**src/rtl/axi2apb_ctrl.sv**
```systemverilog
// AXI-to-APB bridge controller: takes one command at a time from an external AXI command FIFO,
// runs a single APB transfer on one of 16 slaves and returns a held B or R response.
module axi2apb_ctrl #(
  parameter int AXI_ID_WIDTH   = 6,
  parameter int APB_ADDR_WIDTH = 12,
  parameter int APB_TIMEOUT    = 256
) (
  input  logic                      clk,
  input  logic                      rstn,
  input  logic                      cmd_empty,
  input  logic                      cmd_read,
  input  logic [AXI_ID_WIDTH-1:0]   cmd_id,
  input  logic [APB_ADDR_WIDTH+3:0] cmd_addr,
  input  logic                      cmd_err,
  output logic                      finish_wr,
  output logic                      finish_rd,
  input  logic [31:0]               WDATA,
  input  logic                      WLAST,
  input  logic                      WVALID,
  output logic                      WREADY,
  output logic [AXI_ID_WIDTH-1:0]   BID,
  output logic [1:0]                BRESP,
  output logic                      BVALID,
  input  logic                      BREADY,
  output logic [AXI_ID_WIDTH-1:0]   RID,
  output logic [31:0]               RDATA,
  output logic [1:0]                RRESP,
  output logic                      RLAST,
  output logic                      RVALID,
  input  logic                      RREADY,
  output logic [15:0]               PSEL,
  output logic                      PENABLE,
  output logic                      PWRITE,
  output logic [APB_ADDR_WIDTH-1:0] PADDR,
  output logic [31:0]               PWDATA,
  input  logic [31:0]               PRDATA,
  input  logic                      PREADY,
  input  logic                      PSLVERR
);

  localparam int AW = APB_ADDR_WIDTH + 4;
  localparam int CW = $clog2(APB_TIMEOUT + 1);

  typedef enum logic [2:0] {
    S_IDLE,
    S_WDATA,
    S_SETUP,
    S_ACCESS,
    S_RESP
  } state_t;

  state_t                    state, state_nxt;
  logic [AXI_ID_WIDTH-1:0]   id_q, id_nxt;
  logic [AW-1:0]             addr_q, addr_nxt;
  logic                      read_q, read_nxt;
  logic                      err_q, err_nxt;
  logic                      hold_q, hold_nxt;
  logic [CW-1:0]             tcnt_q, tcnt_nxt;

  logic [15:0]               psel_nxt;
  logic                      penable_nxt;
  logic                      pwrite_nxt;
  logic [APB_ADDR_WIDTH-1:0] paddr_nxt;
  logic [31:0]               pwdata_nxt;
  logic                      wready_nxt;
  logic                      bvalid_nxt;
  logic [AXI_ID_WIDTH-1:0]   bid_nxt;
  logic [1:0]                bresp_nxt;
  logic                      rvalid_nxt;
  logic [AXI_ID_WIDTH-1:0]   rid_nxt;
  logic [31:0]               rdata_nxt;
  logic [1:0]                rresp_nxt;
  logic                      rlast_nxt;

  logic                      apb_tmo;
  logic [1:0]                apb_resp;

  function automatic logic [15:0] slave_sel(input logic [3:0] idx);
    return 16'h0001 << idx;
  endfunction

  assign apb_tmo   = (tcnt_q == CW'(APB_TIMEOUT - 1));
  assign finish_wr = BVALID & BREADY;
  assign finish_rd = RVALID & RREADY;

  always_comb begin
    state_nxt   = state;
    id_nxt      = id_q;
    addr_nxt    = addr_q;
    read_nxt    = read_q;
    err_nxt     = err_q;
    hold_nxt    = hold_q;
    tcnt_nxt    = tcnt_q;
    psel_nxt    = PSEL;
    penable_nxt = PENABLE;
    pwrite_nxt  = PWRITE;
    paddr_nxt   = PADDR;
    pwdata_nxt  = PWDATA;
    wready_nxt  = WREADY;
    bvalid_nxt  = BVALID;
    bid_nxt     = BID;
    bresp_nxt   = BRESP;
    rvalid_nxt  = RVALID;
    rid_nxt     = RID;
    rdata_nxt   = RDATA;
    rresp_nxt   = RRESP;
    rlast_nxt   = RLAST;
    apb_resp    = 2'b00;

    case (state)
      S_IDLE: begin
        // The FIFO head is being replaced on the edge that pops it; skip one cycle before sampling.
        hold_nxt = 1'b0;
        if (!hold_q && !cmd_empty) begin
          id_nxt   = cmd_id;
          addr_nxt = cmd_addr;
          read_nxt = cmd_read;
          err_nxt  = cmd_err;
          if (!cmd_read) begin
            state_nxt  = S_WDATA;
            wready_nxt = 1'b1;
          end else if (!cmd_err) begin
            state_nxt  = S_SETUP;
            psel_nxt   = slave_sel(cmd_addr[AW-1:APB_ADDR_WIDTH]);
            paddr_nxt  = cmd_addr[APB_ADDR_WIDTH-1:0];
            pwrite_nxt = 1'b0;
          end else begin
            state_nxt  = S_RESP;
            rvalid_nxt = 1'b1;
            rlast_nxt  = 1'b1;
            rid_nxt    = cmd_id;
            rdata_nxt  = 32'h0;
            rresp_nxt  = 2'b10;
          end
        end
      end

      S_WDATA: begin
        if (WVALID) begin
          pwdata_nxt = WDATA;
          if (!err_q) begin
            state_nxt  = S_SETUP;
            wready_nxt = 1'b0;
            psel_nxt   = slave_sel(addr_q[AW-1:APB_ADDR_WIDTH]);
            paddr_nxt  = addr_q[APB_ADDR_WIDTH-1:0];
            pwrite_nxt = 1'b1;
          end else if (WLAST) begin
            // Unsupported burst: swallow every beat, answer once, never touch APB.
            state_nxt  = S_RESP;
            wready_nxt = 1'b0;
            bvalid_nxt = 1'b1;
            bid_nxt    = id_q;
            bresp_nxt  = 2'b10;
          end
        end
      end

      S_SETUP: begin
        state_nxt   = S_ACCESS;
        penable_nxt = 1'b1;
        tcnt_nxt    = '0;
      end

      S_ACCESS: begin
        if (PREADY || apb_tmo) begin
          state_nxt   = S_RESP;
          psel_nxt    = 16'h0;
          penable_nxt = 1'b0;
          apb_resp    = (!PREADY || PSLVERR) ? 2'b10 : 2'b00;
          if (read_q) begin
            rvalid_nxt = 1'b1;
            rlast_nxt  = 1'b1;
            rid_nxt    = id_q;
            rdata_nxt  = PREADY ? PRDATA : 32'h0;
            rresp_nxt  = apb_resp;
          end else begin
            bvalid_nxt = 1'b1;
            bid_nxt    = id_q;
            bresp_nxt  = apb_resp;
          end
        end else begin
          tcnt_nxt = tcnt_q + CW'(1);
        end
      end

      S_RESP: begin
        if (BVALID && BREADY) begin
          state_nxt  = S_IDLE;
          bvalid_nxt = 1'b0;
          hold_nxt   = 1'b1;
        end else if (RVALID && RREADY) begin
          state_nxt  = S_IDLE;
          rvalid_nxt = 1'b0;
          rlast_nxt  = 1'b0;
          hold_nxt   = 1'b1;
        end
      end

      default: state_nxt = S_IDLE;
    endcase
  end

  always_ff @(posedge clk or negedge rstn) begin
    if (!rstn) begin
      state   <= S_IDLE;
      id_q    <= '0;
      addr_q  <= '0;
      read_q  <= 1'b0;
      err_q   <= 1'b0;
      hold_q  <= 1'b0;
      tcnt_q  <= '0;
      PSEL    <= 16'h0;
      PENABLE <= 1'b0;
      PWRITE  <= 1'b0;
      PADDR   <= '0;
      PWDATA  <= 32'h0;
      WREADY  <= 1'b0;
      BVALID  <= 1'b0;
      BID     <= '0;
      BRESP   <= 2'b00;
      RVALID  <= 1'b0;
      RID     <= '0;
      RDATA   <= 32'h0;
      RRESP   <= 2'b00;
      RLAST   <= 1'b0;
    end else begin
      state   <= state_nxt;
      id_q    <= id_nxt;
      addr_q  <= addr_nxt;
      read_q  <= read_nxt;
      err_q   <= err_nxt;
      hold_q  <= hold_nxt;
      tcnt_q  <= tcnt_nxt;
      PSEL    <= psel_nxt;
      PENABLE <= penable_nxt;
      PWRITE  <= pwrite_nxt;
      PADDR   <= paddr_nxt;
      PWDATA  <= pwdata_nxt;
      WREADY  <= wready_nxt;
      BVALID  <= bvalid_nxt;
      BID     <= bid_nxt;
      BRESP   <= bresp_nxt;
      RVALID  <= rvalid_nxt;
      RID     <= rid_nxt;
      RDATA   <= rdata_nxt;
      RRESP   <= rresp_nxt;
      RLAST   <= rlast_nxt;
    end
  end

endmodule

```
**config.mk**
```make
export PLATFORM = sky130hd
export DESIGN_NAME = axi2apb_ctrl
export DESIGN_NICKNAME = d
export VERILOG_FILES = /design/src/rtl/axi2apb_ctrl.sv
export SDC_FILE = /design/constraint.sdc
export NUM_CORES = 1
export LEC_CHECK = 0
export CAP_MARGIN = 10
export CORE_ASPECT_RATIO = 0.7
export CORE_MARGIN = 5
export CORE_UTILIZATION = 30
export DETAILED_ROUTE_END_ITERATION = 10
export GPL_ROUTABILITY_DRIVEN = 0
export PLACE_DENSITY = 0.66
export REMOVE_ABC_BUFFERS = 1
export SLEW_MARGIN = 20
export SYNTH_ARGS = -nofsm -noshare
export SYNTH_HDL_FRONTEND = slang
export SYNTH_SLANG_ARGS = --single-unit
```
**constraint.sdc**
```tcl
create_clock -name clk -period 4.2 [get_ports clk]
set_clock_uncertainty 0.05 [all_clocks]
set_input_delay 0.63 -clock clk [delete_from_list [all_inputs] [get_ports clk]]
set_output_delay 0.63 -clock clk [all_outputs]
set_load 0.01 [all_outputs]
```
* Yosys cells after proc, flatten, opt, wreduce, memory -nomap -nowiden *
Cells that the tools add are included.

word-level totals
  output and inout port bits = 116
  bits of input ports = 97
  register bits = 150
  word-level logic and storage cells = 167

cells by class
  equality and inequality tests = 23
  bitwise operators = 2
  shifts and indexed selects = 2
  reduce and logical (&&, ||, !) cells = 30
  add/sub/neg operators = 1
  multiplexer cells = 89

operators with widths
  operator                number
  $mux W32                6
  $mux W16                6
  $pmux W32 S2            1
  $mux W12                5
  $mux W6                 10
  $pmux W16 S3            1
  $ne A2 B2 Y1 const B    16
  $shl A1 B4 Y16 const A  2
  $mux W3                 9
  $mux W1                 26
  $pmux W12 S2            1
  $pmux W6 S2             2
  $mux W2                 11
  $pmux W9 S2             1
  $reduce_and A6 Y1       3
  $pmux W3 S5             1
  $reduce_and A7 Y1       2
  $reduce_and A2 Y1       5
  $reduce_and A5 Y1       2
  $reduce_bool A2 Y1      5
  $add A9 B1 Y9 const B   1
  $eq A9 B8 Y1 const B    1
  $mux W9                 1
  $reduce_bool A3 Y1      3
  13 further kinds        26

* Longest topological paths before layout *
Gate-level depths: netlist (run 1).

  depth after elaboration = 6
  mapped depth = 9
  mapped depth without buffers = 8

* Worst setup path after synthesis (run 1) *
Ideal clock, no wire load.

  path kind = register to register
  start = register tcnt_q[0]
  end = register RID[0]
  arrival time = 2.034 ns
  data required time = 4.025 ns
  slack = 1.991 ns
  clock period less this slack = 2.209 ns
  cell stages (with the launch flop) = 10
  setup time = 0.125 ns
  buffers on the path = 1
  cells stage by stage = dfrtp_1 -> ha_1 -> nand3_1 -> nor2_1 -> ha_1 -> nor2_1 -> a221oi_2 -> o21ai_1 -> buf_2 -> mux2_2

between the ends
  cells in the longest elaborated chain, start to end = 4

RTL lines
  item                         RTL line  text
  start, declared              58        logic [CW-1:0] tcnt_q, tcnt_nxt;
  start signal, assigned       233       tcnt_q <= tcnt_nxt;
  $eq A9 B8 Y1                 82        assign apb_tmo = (tcnt_q == CW'(APB_TIMEOUT - 1));
  $logic_or A1 B1 Y1           165       if (PREADY || apb_tmo) begin
  $ne A2 B2 Y1 (no line)       --
  $reduce_and A6 Y1 (no line)  --
  end signal, assigned         244       RID <= rid_nxt;
  end, declared                25        output logic [AXI_ID_WIDTH-1:0] RID,

Every way passes these cells.
A chain may end at the register's enable or synchronous reset.

* Worst setup path after layout (run 1) *
  start = register tcnt_q[0]
  end = register RID[4]

Same word-level chain as after synthesis.

==> impl_metrics.ini, run 1 <==
[routing]
vias = 4747
viasPerCell = 4.58
first_pass_iters = 4
wl_per_cell_um = 16.8
wl_um = 17400
drc = 0
ant_nets = 0
drtIter0Drc = 258

[clocking]
cts_resized = 0
cts_hold_buf = 0
h-tree-depth = 4
postCtsSetupBuffers = 0
cts_buffers = 17
clock-root-buffer = clkbuf_16
clockBufferDepth = 2
cts_tree = yes
clock_latency_ns = 0.41
clock-sinks = 148
clk_pin_slew_ns = 0.06

[timing]
period_needed_ns = 2.92
worst_pin_slew_ns = 1.11
hold_viol_final = 0
drv_slew = 0
slew-limit-headroom = 0.256
setup_slack_ns = 1.28
rsz0062_at_grt = false
tns_ns = 0
setup_viol_count_final = 0
fin_worst_hold_slack_ns = 0.304
fmax_mhz = 342
fin_crit_sh = 0.696

[yosys]
synth_top_area_share = 0.575
avgSynthCellArea_sq_um = 11.9
synthDistinctLibCells = 53
synth_top_cell_by_area = dfrtp_1
synth_ff_type = dfrtp_1
synth-edff-count = 0
synth_cells = 539
synth_seq_cells = 148
syn_area_sq_um = 6440
yosysSeqAreaShare = 0.575
ys_warn_count = 0
yosysMostFrequentCell = dfrtp_1
synthArstFlopShare = 1.00
yosys-top-cells-count = dfrtp_1 (148), nand2_1 (75), mux2_2 (67), mux2i_1 (44), inv_1 (41)
synth_top_cells_by_area = dfrtp_1 (58%), mux2_2 (12%), mux2i_1 (6.8%), nand2_1 (4.4%), inv_1 (2.4%)

[job]
cap_violations = 0

[pwr]
vdd_drop_max_v = 0.000340
intPower_w = 0.00432
sw_frac_of_total = 0.330
p_per_area_nw_per_um2 = 688
p_sw_w = 0.00213
pwr-share-comb = 0.408
p_seq_frac = 0.373
power_w = 0.00645
p_leak_nw = 4.06
clkPwrFrac = 0.219

[cells_and_area]
seqCellArea_sq_um = 3700
area_growth_pct = 45.5
nets = 848
antenna_cells = 0
post-route-cell-area_sq_um = 9370
layout-drive-gt1-share = 0.156
nFillCells = 1952
multi_input_area_sq_um = 2460

[floorplan]
initial_core_util = 0.308
core_sq_um = 20900
dieArea_sq_um = 24500
die_h_um = 133
ios = 213
rows = 44
die_x_um = 185

[critical_path]
end_kind = register
critPathSlowestCell = o21ai_4
path_max_fanout = 28
cp-start-kind = register
path_class = register to register
arrival_ns = 3.17
cp.buffers_inverters = 1
cp.required_ns = 4.44
crit_path_max_incr_delay_ns = 0.43
critical_path.cell_chain = ha_1, nand3_1, nor2_1, ha_1, nor2_1, a221oi_2, o21ai_4, buf_4, mux2_2
cp_top_family = compound AO/OA/AOI/OAI gates

[placement]
port_buffers = 210
dpl_worst_slack_ns = 1.03
dpl_cell_area_sq_um = 8810
hpwl_um = 12500

[global_routing]
grt_pass1_wl_um = 27300
antenna_found_initial = 0
grt_max_degree = 110
grt_overflow = 0
track_usage = 0.141
grt_pass1_vias = 4815

[status]
status = finished clean

[hold_path]
hold_path.class = input port to asynchronous set/reset pin
metal layers:
layer / GRT usage / wire length, um / vias up / share of wire
li1: - / - / 2261 / -
met1: 0.202 / 8380 / 2305 / 0.48
met2: 0.205 / 7330 / 176 / 0.42
met3: 0.0535 / 1650 / 5 / 0.095
met4: 0.0257 / 61 / 0 / 0.0035
met5: 0 / 0 / - / 0
state kept, by name (all words and copies together), names as in the netlist, 3 cells and up:
| signal | cells |
|---|---|
| RDATA | 32 |
| RID | 6 |
| state | 3 |
| PSEL | 16 |
| PADDR | 12 |
| PWDATA | 32 |
| tcnt_q | 9 |
| id_q | 6 |
| BID | 6 |
| addr_q | 16 |
cells by family after synthesis:
family,after synthesis,share of synthesized area
fa+ha+maj,2,0.00389
simple gates,140,0.104
other cells,1,0.000582
compound gates,60,0.0696
xor+xnor,6,0.00816
mux,113,0.189
flops,148,0.575
buf+inv,69,0.0497
layout make-up:
class	instances	share of cell area
inverter	41	0.0164
multi-input combinational	323	0.262
tap	276	0.0368
sequential	148	0.395
clock buffer	18	0.0458
clock inverter	13	0.0120
timing repair buffer	218	0.231
final timing paths:
| path | from | to | slack [ns] | cells past startpoint |
|---|---|---|---|---|
| max | tcnt_q[0]$_DFFE_PN0P_ | RID[4]$_DFFE_PN0P_ | 1.28 | 9 |
| min | rstn | PSEL[3]$_DFFE_PN0P_ | 0.30 | 1 |
| max reg2reg | tcnt_q[0]$_DFFE_PN0P_ | RID[4]$_DFFE_PN0P_ | 1.28 | 9 |
| min reg2reg | PADDR[8]$_DFFE_PN0P_ | PADDR[8]$_DFFE_PN0P_ | 0.43 | 2 |
| max in group asynchronous | rstn | BID[4]$_DFFE_PN0P_ | 2.91 | 2 |
| min in group clk | PADDR[8]$_DFFE_PN0P_ | PADDR[8]$_DFFE_PN0P_ | 0.43 | 2 |
placed cells by master (no fill, tap or decap), types with 4 or more instances in the layout:
cell type	instances
clkdlybuf4s50_1	209
inv_1	41
dfrtp_1	148
nand2_1	75
mux2_2	67
xnor2_1	5
mux2i_1	44
nor4_1	5
buf_4	7
clkbuf_16	17
nand3_1	13
clkinv_2	5
or3_1	4
o21ai_0	17
nor2_1	14
a21oi_1	6
a22o_1	17
nand3b_1	7
power by group through the flow:
stage               Sequential [W]  Combinational [W]  Clock [W]
floorplan                  0.00258            0.00105          0
detailed placement         0.00242            0.00265          0
CTS                        0.00241            0.00266    0.00145
global placement           0.00241            0.00262          0
finish                     0.00240            0.00263    0.00141
global route               0.00249            0.00285    0.00152
stage by stage:
step / std cells / utilization
after floorplan: 512 / -
after global placement: 1005 / 0.421
after detailed placement: 1005 / 0.421
after CTS: 1036 / 0.447
after global routing: 1037 / 0.448
final: 1037 / 0.448
No activity file was read; power rests on OpenSTA's default activity.
==> inputs of run 2 (changes only) <==
PLACE_DENSITY = 0.68   (was 0.66)
clock period = 2.4 ns   (was 4.2 ns; I/O delays follow)
==> run 2 against run 1 <==
Worst setup slack worse by 1.2 ns. Clock power rose by 95%. Sequential power increased by 73%. Combinational power up 90%. Largest cell class unchanged. Critical path depth unchanged. Die area stayed put. Routed wire length up 5.0%. Hold slack better by 0.11 ns. Design area increased by 4.9%.
==> impl_metrics.ini, run 2 (synthesis results as in run 1) <==
[pwr]
clkPwrFrac = 0.230
pwr-share-comb = 0.421
p_seq_frac = 0.349
vdd_drop_max_v = 0.000475
p_sw_w = 0.00386
p_per_area_nw_per_um2 = 1210
intPower_w = 0.00806
sw_frac_of_total = 0.324
power_w = 0.0119
p_leak_nw = 4.29

[timing]
worst_pin_slew_ns = 0.737
fmax_mhz = 433
slew-limit-headroom = 0.508
hold_viol_final = 0
drv_slew = 0
tns_ns = 0
setup_viol_count_final = 0
period_needed_ns = 2.31
fin_crit_sh = 0.961

[floorplan]
dieArea_sq_um = 24500
rows = 44
core_sq_um = 20900
ios = 213
initial_core_util = 0.308
die_x_um = 185
die_h_um = 133

[routing]
wl_per_cell_um = 17.1
wl_um = 18300
drtIter0Drc = 287
viasPerCell = 4.61
ant_nets = 0
drc = 0
first_pass_iters = 4
vias = 4937

[global_routing]
met2_usage = 0.208
grt_max_degree = 56
busiest_layer = met2
grt.met3_usage = 0.0653
grt_pass1_vias = 5064
antenna_found_initial = 1
grt_pass1_wl_um = 27900
grt_overflow = 0
grt_use_met1 = 0.195
track_usage = 0.142

[critical_path]
critPathSlowestCell = a221oi_4
cp.buffers_inverters = 1
path_class = register to register
cpMostUsedCell = ha_2
reg2reg_from = tcnt_q[0]$_DFFE_PN0P_
startpoint = tcnt_q[0]$_DFFE_PN0P_
path_max_fanout = 6
cp-start-kind = register
arrival_ns = 2.56
end_kind = register
critical_path.cell_chain = ha_2, nand3_2, nor2_1, ha_2, nor2_4, a221oi_4, o21ai_4, clkbuf_16, mux2i_1
cp_top_family = compound AO/OA/AOI/OAI gates
crit_path_max_incr_delay_ns = 0.48
cp.required_ns = 2.65

[cells_and_area]
nFillCells = 1965
antenna_cells = 0
reg_top3 = PWDATA (32), RDATA (32)
instances_no_fill = 1072
layout-drive-gt1-share = 0.198
fin_util = 0.470
area_growth_pct = 52.6
nets = 883
final_common_cell = clkdlybuf4s50_1
final_cell_mix = clkdlybuf4s50_1 (209), dfrtp_1 (148), nand2_1 (75)

[hold_path]
hold_path.class = input port to asynchronous set/reset pin

[job]
cap_violations = 0

[clocking]
clockBufferDepth = 2
cts_tree = yes
cts_buffers = 17
clock-root-buffer = clkbuf_16
h-tree-depth = 4
clock-sinks = 148
clk_pin_slew_ns = 0.07
clock_latency_ns = 0.41

[status]
status = finished clean

[placement]
hpwl_um = 12700
placedCellCount = 1026
port_buffers = 210
run 2: changes by cell type in the layout (fill, tap and decap cells not counted), sizes merged:
| cell | before | now |
|---|---|---|
| bufinv | 1 | 3 |
| o21ai | 18 | 20 |
| inv | 42 | 46 |
| clkinv | 8 | 3 |
| dlygate4sd3 | 0 | 1 |
| buf | 8 | 39 |
run 2: metrics by stage:
stage	hold WS, ns	setup slack (ns)	cell area, sq um
2_1_floorplan	0.0144	-1.67	6280
3_3_place_gp	0.306	0.100	9040
3_5_place_dp	0.303	0.0491	9040
4_1_cts	0.414	0.112	9650
5_1_grt	0.416	-0.0393	9830
6_report	0.414	0.0927	9830
run 2: worst register-to-register path, stage by stage, from the launching register on:
cell	delay [ns]
dfrtp_1	0.39
ha_2	0.21
nand3_2	0.07
nor2_1	0.12
ha_2	0.21
nor2_4	0.07
a221oi_4	0.48
o21ai_4	0.24
clkbuf_16	0.24
mux2i_1	0.12
run 2: metal layers:
metal,vias up,part of all wire,wire length [um]
li1,2347,-,-
met1,2400,0.47,8550
met2,178,0.43,7820
met3,10,0.10,1830
met4,2,0.0041,75
met5,-,0.00055,10
run 2: power by group through the flow:
stage | clock network (W) | logic (W) | registers (W)
final | 0.00275 | 0.00501 | 0.00416
after floorplan | 0 | 0.00184 | 0.00452
after detailed placement | 0 | 0.00488 | 0.00419
after global placement | 0 | 0.00482 | 0.00417
after CTS | 0.00283 | 0.00490 | 0.00417
after global routing | 0.00293 | 0.00543 | 0.00431
run 2: path summary, 6_finish.rpt:
path                       depth (start not counted)  slack, ns                      to
setup / recovery                                   9       0.09   RDATA[24]$_DFFE_PN0P_
hold / removal                                     2       0.41  PWDATA[31]$_DFFE_PN0P_
setup reg to reg                                   9       0.09   RDATA[24]$_DFFE_PN0P_
hold reg to reg                                    2       0.43   PADDR[11]$_DFFE_PN0P_
max in group asynchronous                          3       1.17   tcnt_q[1]$_DFFE_PN0P_
min in group clk                                   2       0.43   PADDR[11]$_DFFE_PN0P_
run 2: area by class of cell:
class / count / area (sq um) / area share
sequential: 148 / 3700 / 0.377
timing repair buffer: 251 / 2530 / 0.258
multi-input combinational: 325 / 2490 / 0.254
clock buffer: 17 / 425 / 0.0433
tap: 276 / 345 / 0.0351
clock inverter: 14 / 175 / 0.0178
inverter: 41 / 154 / 0.0157
run 2: timing repair:
item | in CTS | in global routing
setup endpoints to repair | 0 | 25
hold endpoints to repair | 52 | 0
hold buffers | 1 | 0
buffers inserted | 0 | 10
gates resized for setup | 0 | 7
